### config.mk
export PLATFORM = sky130hd
export DESIGN_NAME = uart_tx
export DESIGN_NICKNAME = d
export VERILOG_FILES = /design/src/rtl/uart_pkg.sv /design/src/rtl/uart_baud_gen.sv /design/src/rtl/uart_tx.sv
export SDC_FILE = /design/constraint.sdc
export NUM_CORES = 1
export LEC_CHECK = 0
export ABC_AREA = 1
export CORE_AREA = 2 2 62 64
export CTS_CLUSTER_DIAMETER = 30
export CTS_CLUSTER_SIZE = 8
export DETAILED_ROUTE_END_ITERATION = 8
export DIE_AREA = 0 0 64 66
export GPL_ROUTABILITY_DRIVEN = 0
export SLEW_MARGIN = 20
export SYNTH_ARGS = -nofsm -noshare
export SYNTH_HDL_FRONTEND = slang
export SYNTH_SLANG_ARGS = --single-unit
### constraint.sdc
create_clock -name CLK -period 2.05 [get_ports CLK]
set_input_delay 0.205 -clock CLK [delete_from_list [all_inputs] [get_ports CLK]]
set_output_delay 0.205 -clock CLK [all_outputs]
set_load 0.005 [all_outputs]
### src/rtl/uart_pkg.sv
// Shared UART definitions: transmitter state encoding and default
// baud/data-width constants. The PARITY state exists only when
// UART_TX_PARITY_EN is defined.
package uart_pkg;

  localparam int unsigned UART_CLKS_PER_BIT_DEF = 16;
  localparam int unsigned UART_DATA_BITS_DEF    = 8;

  typedef enum logic [2:0] {
    IDLE   = 3'd0,
    START  = 3'd1,
    DATA   = 3'd2,
    STOP   = 3'd3
`ifdef UART_TX_PARITY_EN
    , PARITY = 3'd4
`endif
  } uart_tx_state_t;

endpackage

### src/rtl/uart_baud_gen.sv
// Bit-period timer for the UART transmitter. Counts 0..CLKS_PER_BIT-1,
// pulses bit_done on the last count and wraps to 0. restart holds the
// counter at 0 so a new frame always starts on a full bit period.
module uart_baud_gen
  import uart_pkg::*;
#(
  parameter int unsigned CLKS_PER_BIT = UART_CLKS_PER_BIT_DEF
) (
  input  logic CLK,
  input  logic RST,
  input  logic restart,
  output logic bit_done
);

  localparam int unsigned      CNT_W    = $clog2(CLKS_PER_BIT);
  localparam logic [CNT_W-1:0] CNT_LAST = CNT_W'(CLKS_PER_BIT - 1);

  logic [CNT_W-1:0] cnt;

  assign bit_done = (cnt == CNT_LAST);

  // Free-running bit counter, cleared on reset, restart and bit boundary
  always_ff @(posedge CLK) begin
    if (RST || restart || bit_done) begin
      cnt <= '0;
    end else begin
      cnt <= cnt + 1'b1;
    end
  end

endmodule

### src/rtl/uart_tx.sv
// UART transmitter: start bit, DATA_BITS data bits LSB first, optional
// parity bit, STOP_BITS stop bits. tx is registered.
// Build option: define UART_TX_PARITY_EN to insert a parity bit after
// the data bits (odd when PARITY_ODD = 1, even otherwise).
//
//   state  | meaning
//   IDLE   | line high, tx_ready high, byte accepted on tx_valid
//   START  | start bit (low) on the line
//   DATA   | data bits shifted out LSB first
//   PARITY | parity bit on the line (UART_TX_PARITY_EN only)
//   STOP   | line high for STOP_BITS bit periods
module uart_tx
  import uart_pkg::*;
#(
  parameter int unsigned CLKS_PER_BIT = UART_CLKS_PER_BIT_DEF,
  parameter int unsigned DATA_BITS    = UART_DATA_BITS_DEF,
  parameter int unsigned STOP_BITS    = 1,
  parameter logic        PARITY_ODD   = 1'b0
) (
  input  logic                 CLK,
  input  logic                 RST,
  input  logic [DATA_BITS-1:0] tx_data,
  input  logic                 tx_valid,
  output logic                 tx_ready,
  output logic                 tx,
  output logic                 busy
);

  localparam logic [2:0] DATA_LAST = 3'(DATA_BITS - 1);
  localparam logic [2:0] STOP_LAST = 3'(STOP_BITS - 1);

  uart_tx_state_t       state_q, state_d;
  logic [DATA_BITS-1:0] shift_q, shift_d;
  logic [2:0]           bit_cnt_q, bit_cnt_d;
  logic                 tx_q, tx_d;
  logic                 bit_done;
  logic                 baud_restart;
`ifdef UART_TX_PARITY_EN
  logic                 par_q, par_d;
`else
  // Parity sense has no effect when the parity bit is not built in
  logic                 unused_parity_odd;
  assign unused_parity_odd = PARITY_ODD;
`endif

  assign tx_ready     = (state_q == IDLE);
  assign busy         = ~tx_ready;
  assign tx           = tx_q;
  assign baud_restart = (state_q == IDLE);

  uart_baud_gen #(
    .CLKS_PER_BIT(CLKS_PER_BIT)
  ) u_baud_gen (
    .CLK     (CLK),
    .RST     (RST),
    .restart (baud_restart),
    .bit_done(bit_done)
  );

  // Next-state, shift and next line value; tx_d is what the line shows next cycle
  always_comb begin
    state_d   = state_q;
    shift_d   = shift_q;
    bit_cnt_d = bit_cnt_q;
    tx_d      = tx_q;
`ifdef UART_TX_PARITY_EN
    par_d     = par_q;
`endif
    unique case (state_q)
      IDLE: begin
        tx_d = 1'b1;
        if (tx_valid) begin
          state_d   = START;
          shift_d   = tx_data;
          bit_cnt_d = '0;
          tx_d      = 1'b0;
`ifdef UART_TX_PARITY_EN
          par_d     = (^tx_data) ^ PARITY_ODD;
`endif
        end
      end
      START: begin
        if (bit_done) begin
          state_d = DATA;
          tx_d    = shift_q[0];
        end
      end
      DATA: begin
        if (bit_done) begin
          if (bit_cnt_q == DATA_LAST) begin
            bit_cnt_d = '0;
`ifdef UART_TX_PARITY_EN
            state_d   = PARITY;
            tx_d      = par_q;
`else
            state_d   = STOP;
            tx_d      = 1'b1;
`endif
          end else begin
            shift_d   = shift_q >> 1;
            tx_d      = shift_q[1];
            bit_cnt_d = bit_cnt_q + 1'b1;
          end
        end
      end
`ifdef UART_TX_PARITY_EN
      PARITY: begin
        if (bit_done) begin
          state_d = STOP;
          tx_d    = 1'b1;
        end
      end
`endif
      STOP: begin
        tx_d = 1'b1;
        if (bit_done) begin
          if (bit_cnt_q == STOP_LAST) begin
            state_d   = IDLE;
            bit_cnt_d = '0;
          end else begin
            bit_cnt_d = bit_cnt_q + 1'b1;
          end
        end
      end
      default: begin
        state_d = IDLE;
        tx_d    = 1'b1;
      end
    endcase
  end

  // State, shift register and line flop; reset aborts any frame in flight
  always_ff @(posedge CLK) begin
    if (RST) begin
      state_q   <= IDLE;
      shift_q   <= '0;
      bit_cnt_q <= '0;
      tx_q      <= 1'b1;
`ifdef UART_TX_PARITY_EN
      par_q     <= 1'b0;
`endif
    end else begin
      state_q   <= state_d;
      shift_q   <= shift_d;
      bit_cnt_q <= bit_cnt_d;
      tx_q      <= tx_d;
`ifdef UART_TX_PARITY_EN
      par_q     <= par_d;
`endif
    end
  end

endmodule

==> results of run 1 <==
==> cells in the final DEF, fill, tap and decap left out, drive strengths merged <==
cell type      synthesis  layout
a21oi                  3       3
buf                    2       1
clkbuf                 1       3
clkdlybuf4s50          0      13
dfxtp                 18      18
ha                     9       9
inv                   18      18
nand2                 47      47
nand3                 11      11
nand4                  1       1
nor2                  33      33
o21ai                 11      11
or2                    1       1
xnor2                  1       1
==> cells by family (layout without fill, tap and decap cells) <==
group	Yosys count	count (layout)	share of synthesized area, %
xor gates and xnor gates	1	1	0.8559
AOI/OAI and AO/OA	14	14	6.845
and+or+nand+nor	93	93	37.90
buffers and inverters	21	35	8.191
DFF	18	18	35.21
adders and majority gates	9	9	11.00
==> critical path, delay by kind of cell (launching register included) <==
family	cells	cell delay [ns]
adders and majority gates	1	0.22
buffers and inverters	3	0.70
DFF	1	0.39
==> report_power, final <==
| group | internal (uW) | total, uW | switching, uW |
|---|---|---|---|
| sequential | 494 | 586 | 92.5 |
| combinational | 433 | 1110 | 676 |
| clock | 68.4 | 177 | 108 |
==> through the flow <==
| stage | cells | cell area, sq um | power [uW] | hold slack [ns] | setup slack, ns |
|---|---|---|---|---|---|
| 2_1_floorplan | 156 | 1023 | 1412 | 0.2774 | 0.6840 |
| 3_3_place_gp | 215 | 1205 | 1707 | 0.4337 | 0.3575 |
| 3_5_place_dp | 215 | 1205 | 1707 | 0.4387 | 0.2936 |
| 4_1_cts | 218 | 1227 | 1889 | 0.4514 | 0.2192 |
| 5_1_grt | 218 | 1227 | 2112 | 0.4780 | 0.05092 |
| 6_report | 218 | 1227 | 1872 | 0.4529 | 0.2417 |
==> cell type report <==
| cell class | count | share of cell area (%) |
|---|---|---|
| multi-input combinational | 117 | 47.20 |
| tap | 48 | 4.893 |
| clock buffer | 3 | 1.835 |
| inverter | 18 | 5.505 |
| sequential | 18 | 29.36 |
| timing repair buffer | 14 | 11.21 |
==> metal layers <==
metal  vias to the layer above  global-route usage [%]  wire, microns
met5                         -                       0              0
met4                         0                   5.707             34
met3                         4                   1.533             90
met2                        22                   17.19            858
met1                       417                   14.24           1034
li1                        515                       -              -
==> final timing paths <==
path                          start           endpoint  slack [ns]
setup / recovery         state_q[0]               busy        0.24
hold / removal    u_baud_gen.cnt[0]  u_baud_gen.cnt[0]        0.45
setup reg to reg         state_q[0]         shift_q[5]        0.25
hold reg to reg   u_baud_gen.cnt[0]  u_baud_gen.cnt[0]        0.45
==> registers in the layout, indices dropped and copies added (netlist names) <==
signal and cells:
state_q 2, bit_cnt_q 3, u_baud_gen.cnt 4, tx 1
shift_q 8
==> flow_metrics.tcl, run 1 <==
set metrics [dict create \
    syn-num-nets 176 \
    cts_buffers 3 \
    required_ns 1.85 \
    synth_warnings 0 \
    finalSetupViolations 0 \
    grt_pass1_vias 867 \
    drv_slew 0 \
    cts_root_buf "clkbuf_4" \
    firstDrtPassIters 4 \
    htreeDepth 1 \
    io_pins 14 \
    grt_pass1_wl_microns 3643 \
    clock_latency_ns 0.29 \
    cp-start-kind "register" \
    holdCritPathClass "register to register" \
    cts_resized 0 \
    yosysMostFrequentCell "nand2_1" \
    cp_data_arrival_time_ns 1.60 \
    p_leak_uw 0.0006069 \
    hpwlAfterDp_microns 1514 \
    grt_usage_pct 10.85 \
    final_util_pct 34.57 \
    n_antenna_cell 0 \
    avgViaCountPerCell 4.394 \
    cp-end-kind "output port" \
    synth_seq_area_share_pct 35.21 \
    remaining_drc_errors 0 \
    rows 22 \
    hold_viol_final 0 \
    clock_path_buffers 2 \
    cts_tree "built" \
    gr-total-overflow 0 \
    max_freq_ghz 0.5530 \
    synth_top_area_share_pct 35.21 \
    synth_top_area_cell "dfxtp_1" \
    postCtsSetupBuffers 0 \
    clkTransAtPathRegs_ns 0.10 \
    async_reset_ff_share_pct 0 \
    rsz0062_at_grt "no" \
    wl_microns 2017 \
    drive_gt1_share_pct 6.471 \
    via_count 958 \
    cp_cell_sequence "inv_1 > ha_1 > inv_1 > clkdlybuf4s50_1" \
    critPathKind "register to output port" \
    die_h_microns 66 \
    fill_cells 388 \
    power_density_nw_per_um2 1525 \
    fin_nets 192 \
    syn_area_per_cell_sq_um 6.561 \
    crit_slowest_cell "clkdlybuf4s50_1" \
    tns_ns 0 \
    path_max_fanout 4 \
    drtIter0Drc 25 \
    multi_input_area_sq_um 579.3 \
    synth_edf_count 0 \
    outcome "completed" \
    slew_headroom_pct 64.32 \
    peakVddDrop_mv 0.4566 \
    clock_sink_count 18 \
    die_w_microns 64 \
    worst_pin_slew_ns 0.5351 \
    synth_seq_cells 18 \
    netlist_area_sq_um 1023 \
    final_antenna_net_count 0 \
    core-area_sq_um 3551 \
    grt_max_degree 16 \
    hold_depth 1 \
    synth_commonest_cells "46 x nand2_1, 32 x nor2_1, 18 x dfxtp_1" \
    syn_inst 156 \
    synth_flop_cell "dfxtp_1" \
    fin_crit_ns 1.808 \
    ff_latch_area_sq_um 360.3 \
    port_buffers 13 \
    synth.area.top_cells "dfxtp_1 35%, nand2_1 17%, nor2_1 12%" \
    cpPeakStageDelay_ns 0.51 \
    initial_core_util_pct 28.82 \
    maxCapViolations 0 \
    fin_skew_ns 0.002329 \
    wire_per_inst_microns 9.252 \
    cpMostUsedCell "inv_1" \
    hold_buffers 0 \
    syn_to_final_growth_pct 19.93 \
    fin_crit_sh_pct 88.21 \
    reg2reg_depth 9 \
    fp.dieArea_sq_um 4224 \
    antenna_found_initial 0 \
    netlist-cell-type-count 18 \
]
Power figures use the tool's default switching activity.
==> run 2: changes to the inputs <==
Clock period 2.05 ns to 2.3 ns, I/O delays scaled along.
==> flow_metrics.tcl, run 2 (synthesized netlist as in run 1, its figures left out) <==
set metrics [dict create \
    path_max_fanout 4 \
    p_leak_uw 0.0006150 \
    hpwlAfterDp_microns 1573 \
    hold_viol_final 0 \
    rsz0062_at_grt "no" \
    cpPeakStageDelay_ns 0.51 \
    final_antenna_net_count 0 \
    busiest_layer "met2" \
    cp_cell_sequence "inv_1 > ha_1 > inv_1 > clkdlybuf4s50_1" \
    crit_path_end "busy" \
    clkTransAtPathRegs_ns 0.10 \
    io_pins 14 \
    fp.dieArea_sq_um 4224 \
    fin_skew_ns 0.006567 \
    syn_to_final_growth_pct 21.27 \
    top_register "shift_q" \
    crit_slowest_cell "clkdlybuf4s50_1" \
    r2r_end "shift_q[5]" \
    clock_path_buffers 2 \
    gr-usage-met2_pct 19.40 \
    hold_buffers 0 \
    via_count 932 \
    top_regs "shift_q (8), u_baud_gen.cnt (4), bit_cnt_q (3)" \
    fin_crit_ns 1.856 \
    wire_per_inst_microns 9.530 \
    die_w_microns 64 \
    htreeDepth 1 \
    wl_microns 2087 \
    grt_use_met1_pct 13.19 \
    firstDrtPassIters 4 \
    gr-total-overflow 0 \
    n_antenna_cell 0 \
    power_density_nw_per_um2 1376 \
    antenna_found_initial 0 \
    clock_latency_ns 0.29 \
    port_buffers 13 \
    fin_crit_sh_pct 80.71 \
    cts_tree "built" \
    avgViaCountPerCell 4.256 \
    maxCapViolations 0 \
    reg2reg_depth 9 \
    hold_depth 1 \
    grt_pass1_wl_microns 3705 \
    worst_pin_slew_ns 0.3753 \
    fill_cells 407 \
    grt_usage_pct 11.02 \
    holdCritPathClass "register to register" \
    cp-start-kind "register" \
    grt_max_degree 15 \
    rows 22 \
    layout_common_cells "46 x nand2_1, 32 x nor2_1, 18 x dfxtp_1" \
    required_ns 2.07 \
    cts_resized 0 \
    p_total_uw 1708 \
    cpMostUsedCell "inv_1" \
    largest_reg_flops 8 \
    peakVddDrop_mv 0.5688 \
    finalSetupViolations 0 \
    ff_latch_area_sq_um 360.3 \
    critPathKind "register to output port" \
    core-area_sq_um 3551 \
    crit_path_start "state_q[0]" \
    fin_nets 192 \
    outcome "completed" \
    drv_slew 0 \
    reg2reg_slack_ns 0.56 \
    drtIter0Drc 19 \
    postCtsSetupBuffers 0 \
    met3_usage_pct 3.237 \
    initial_core_util_pct 28.82 \
    cts_root_buf "clkbuf_4" \
    drive_gt1_share_pct 7.018 \
    slew_headroom_pct 74.95 \
    layout_commonest_cell "nand2_1" \
    tns_ns 0 \
    remaining_drc_errors 0 \
    cp_data_arrival_time_ns 1.63 \
    cp-end-kind "output port" \
    clock_sink_count 18 \
    r2r_start "state_q[0]" \
    multi_input_area_sq_um 579.3 \
    die_h_microns 66 \
    cts_buffers 3 \
    grt_pass1_vias 879 \
    max_freq_ghz 0.5387 \
]
-- run 2: cell count changes in the layout (fill, tap and decap cells not counted) --
cell      delta
clkbuf_8     +1
-- run 2: area by class of cell --
| type | count | area share, % |
|---|---|---|
| sequential | 18 | 29.03 |
| clock buffer | 4 | 2.923 |
| multi-input combinational | 117 | 46.67 |
| tap | 48 | 4.839 |
| timing repair buffer | 14 | 11.09 |
| inverter | 18 | 5.444 |
-- run 2: worst min path at each step --
stage,slack (ns),start,to
3_5_place_dp,0.45,u_baud_gen.cnt[0],u_baud_gen.cnt[0]
6_report,0.46,u_baud_gen.cnt[0],u_baud_gen.cnt[0]
3_3_place_gp,0.43,u_baud_gen.cnt[0],u_baud_gen.cnt[0]
2_1_floorplan,0.30,RST,shift_q[7]
4_1_cts,0.47,u_baud_gen.cnt[0],u_baud_gen.cnt[0]
5_1_grt,0.47,RST,shift_q[7]
-- run 2: metrics by stage --
step	hold slack (ns)	std cells	utilization [%]	area, sq um	setup WS (ns)
4_1_cts	0.4656	219	34.95	1241	0.4254
2_1_floorplan	0.3024	156	-	1023	0.9340
3_5_place_dp	0.4467	215	33.93	1205	0.5771
6_report	0.4567	219	34.95	1241	0.4437
5_1_grt	0.4672	219	34.95	1241	0.3290
3_3_place_gp	0.4337	215	33.93	1205	0.6501
-- run 2: critical path: cells and delay by family, from the launching register on --
| kind | cells | cell delay (ns) |
|---|---|---|
| flip-flops | 1 | 0.40 |
| adder cells (fa/ha/maj) | 1 | 0.23 |
| buffers and inverters | 3 | 0.71 |
-- run 2: where the power goes --
part	internal, uW	total, uW	switching (uW)
registers	440	527	87.0
logic	385	982	598
clock network	96.4	198	102
total	921	1710	787
-- run 2: routing by layer --
layer / part of all wire (%) / vias to the layer above
met2: 45 / 11
met3: 2.8 / 2
met4: 1.1 / 0
met1: 51 / 408
li1: - / 511
met5: 0 / -
==> run 3: changes to the inputs <==
Clock period 2.3 ns to 1.9 ns, I/O delays scaled along.
==> flow_metrics.tcl, run 3 (synthesized netlist as in run 1, its figures left out) <==
set metrics [dict create \
    cpPeakStageDelay_ns 0.51 \
    cpMostUsedCell "inv_1" \
    fin_skew_ns 0.01069 \
    hold_viol_final 0 \
    maxCapViolations 0 \
    layout_common_cells "46 x nand2_1, 32 x nor2_1, 16 x inv_1, 16 x dfxtp_1, 13 x clkdlybuf4s50_1" \
    fp.dieArea_sq_um 4224 \
    cp_data_arrival_time_ns 1.57 \
    cp_num_cells 4 \
    rsz0062_at_grt "no" \
    path_max_fanout 4 \
    die_h_microns 66 \
    initial_core_util_pct 28.82 \
    p_total_uw 2020 \
    grt_pass1_vias 833 \
    pwr-share-seq_pct 31.4 \
    crit_buf_inv 3 \
    r2r_start "state_q[0]" \
    peakVddDrop_mv 0.5110 \
    fin_crit_sh_pct 92.73 \
    hold_depth 2 \
    cts_tree "built" \
    fin_crit_ns 1.762 \
    cts_root_buf "clkbuf_4" \
    grt_pass1_wl_microns 3560 \
    max_freq_ghz 0.5676 \
    avgViaCountPerCell 4.252 \
    syn_to_final_growth_pct 20.17 \
    p_int_uw 1077 \
    drv_slew 0 \
    n_antenna_cell 0 \
    switching_share_pct 46.69 \
    r2r_end "shift_q[2]" \
    grt_usage_pct 10.64 \
    top_register "shift_q" \
    critPathKind "register to output port" \
    clock_sink_count 18 \
    port_buffers 13 \
    via_count 927 \
    postCtsSetupBuffers 0 \
    largest_reg_flops 8 \
    finalSetupViolations 0 \
    whs_ns 0.4437 \
    rows 22 \
    slew_headroom_pct 74.77 \
    busiest_layer "met2" \
    cts_buffers 3 \
    cp_cell_sequence "inv_1 > ha_1 > inv_1 > clkdlybuf4s50_1" \
    drive_gt1_share_pct 7.647 \
    core-area_sq_um 3551 \
    die_w_microns 64 \
    remaining_drc_errors 0 \
    io_pins 14 \
    power_frac_comb_pct 59.2 \
    crit_path_end "busy" \
    fill_cells 389 \
    p_switching_uw 943.2 \
    hpwlAfterDp_microns 1549 \
    crit_slowest_cell "clkdlybuf4s50_1" \
    gr-usage-met2_pct 16.54 \
    met3_usage_pct 1.533 \
    p_leak_uw 0.0006084 \
    worst_pin_slew_ns 0.3780 \
    layout_commonest_cell "nand2_1" \
    cp-start-kind "register" \
    outcome "completed" \
    required_ns 1.71 \
    cpLargestDelayFamily "buffers and inverters" \
    cp-end-kind "output port" \
    final_antenna_net_count 0 \
    clock_latency_ns 0.29 \
    crit_path_start "state_q[0]" \
    wire_per_inst_microns 9.491 \
    firstDrtPassIters 4 \
    antenna_found_initial 0 \
    drtIter0Drc 33 \
    reg2reg_slack_ns 0.19 \
    holdCritPathClass "input port to register" \
    final_util_pct 34.64 \
    htreeDepth 1 \
    wl_microns 2069 \
    power_density_nw_per_um2 1643 \
    reg2reg_depth 9 \
    gr-total-overflow 0 \
    top_regs "shift_q (8), u_baud_gen.cnt (4), bit_cnt_q (3)" \
    clock_path_buffers 2 \
    p_clk_share_pct 9.4 \
    grt_use_met1_pct 14.49 \
    grt_max_degree 15 \
    clkTransAtPathRegs_ns 0.11 \
    tns_ns 0 \
    fin_nets 192 \
]
[run 3: what timing repair did]
item | in CTS | in global routing
gates resized for setup | 0 | 2
hold buffers | 0 | 0
endpoints found under the setup margin | 0 | 1
[run 3: stage by stage]
step,instances,worst slack (ns),area [sq um]
2_1_floorplan,156,0.5340,1023
3_3_place_gp,215,0.2753,1205
3_5_place_dp,215,0.2155,1205
4_1_cts,218,0.06768,1227
5_1_grt,218,0.03608,1230
6_report,218,0.1382,1230
[run 3: worst min path at each step]
stage          slack [ns]                end         startpoint
2_1_floorplan        0.26         shift_q[7]                RST
3_3_place_gp         0.43  u_baud_gen.cnt[0]  u_baud_gen.cnt[0]
3_5_place_dp         0.44  u_baud_gen.cnt[0]  u_baud_gen.cnt[0]
4_1_cts              0.44         shift_q[7]                RST
5_1_grt              0.45         shift_q[7]                RST
6_report             0.44         shift_q[7]                RST
[run 3: power groups by stage]
| stage | Combinational (uW) | Clock [uW] | Sequential, uW |
|---|---|---|---|
| final | 1200 | 189 | 635 |
| after floorplan | 908 | 0 | 616 |
| after global routing | 1390 | 207 | 654 |
| after global placement | 1200 | 0 | 640 |
| after CTS | 1210 | 200 | 629 |
| after detailed placement | 1200 | 0 | 637 |
[run 3: per-layer routing]
| layer | up-vias | part of all wire, % |
|---|---|---|
| met5 | - | 0 |
| met4 | 0 | 1.3 |
| met3 | 2 | 3.5 |
| met2 | 21 | 41 |
| met1 | 397 | 54 |
| li1 | 507 | - |
[run 3: final cells by class]
type	count	area [sq um]	area share (%)
Multi-Input combinational cell	117	579.3	47.10
Timing Repair Buffer	14	137.6	11.19
Clock buffer	3	22.52	1.831
Inverter	18	67.56	5.493
Tap cell	48	60.06	4.883
Sequential cell	18	362.8	29.50
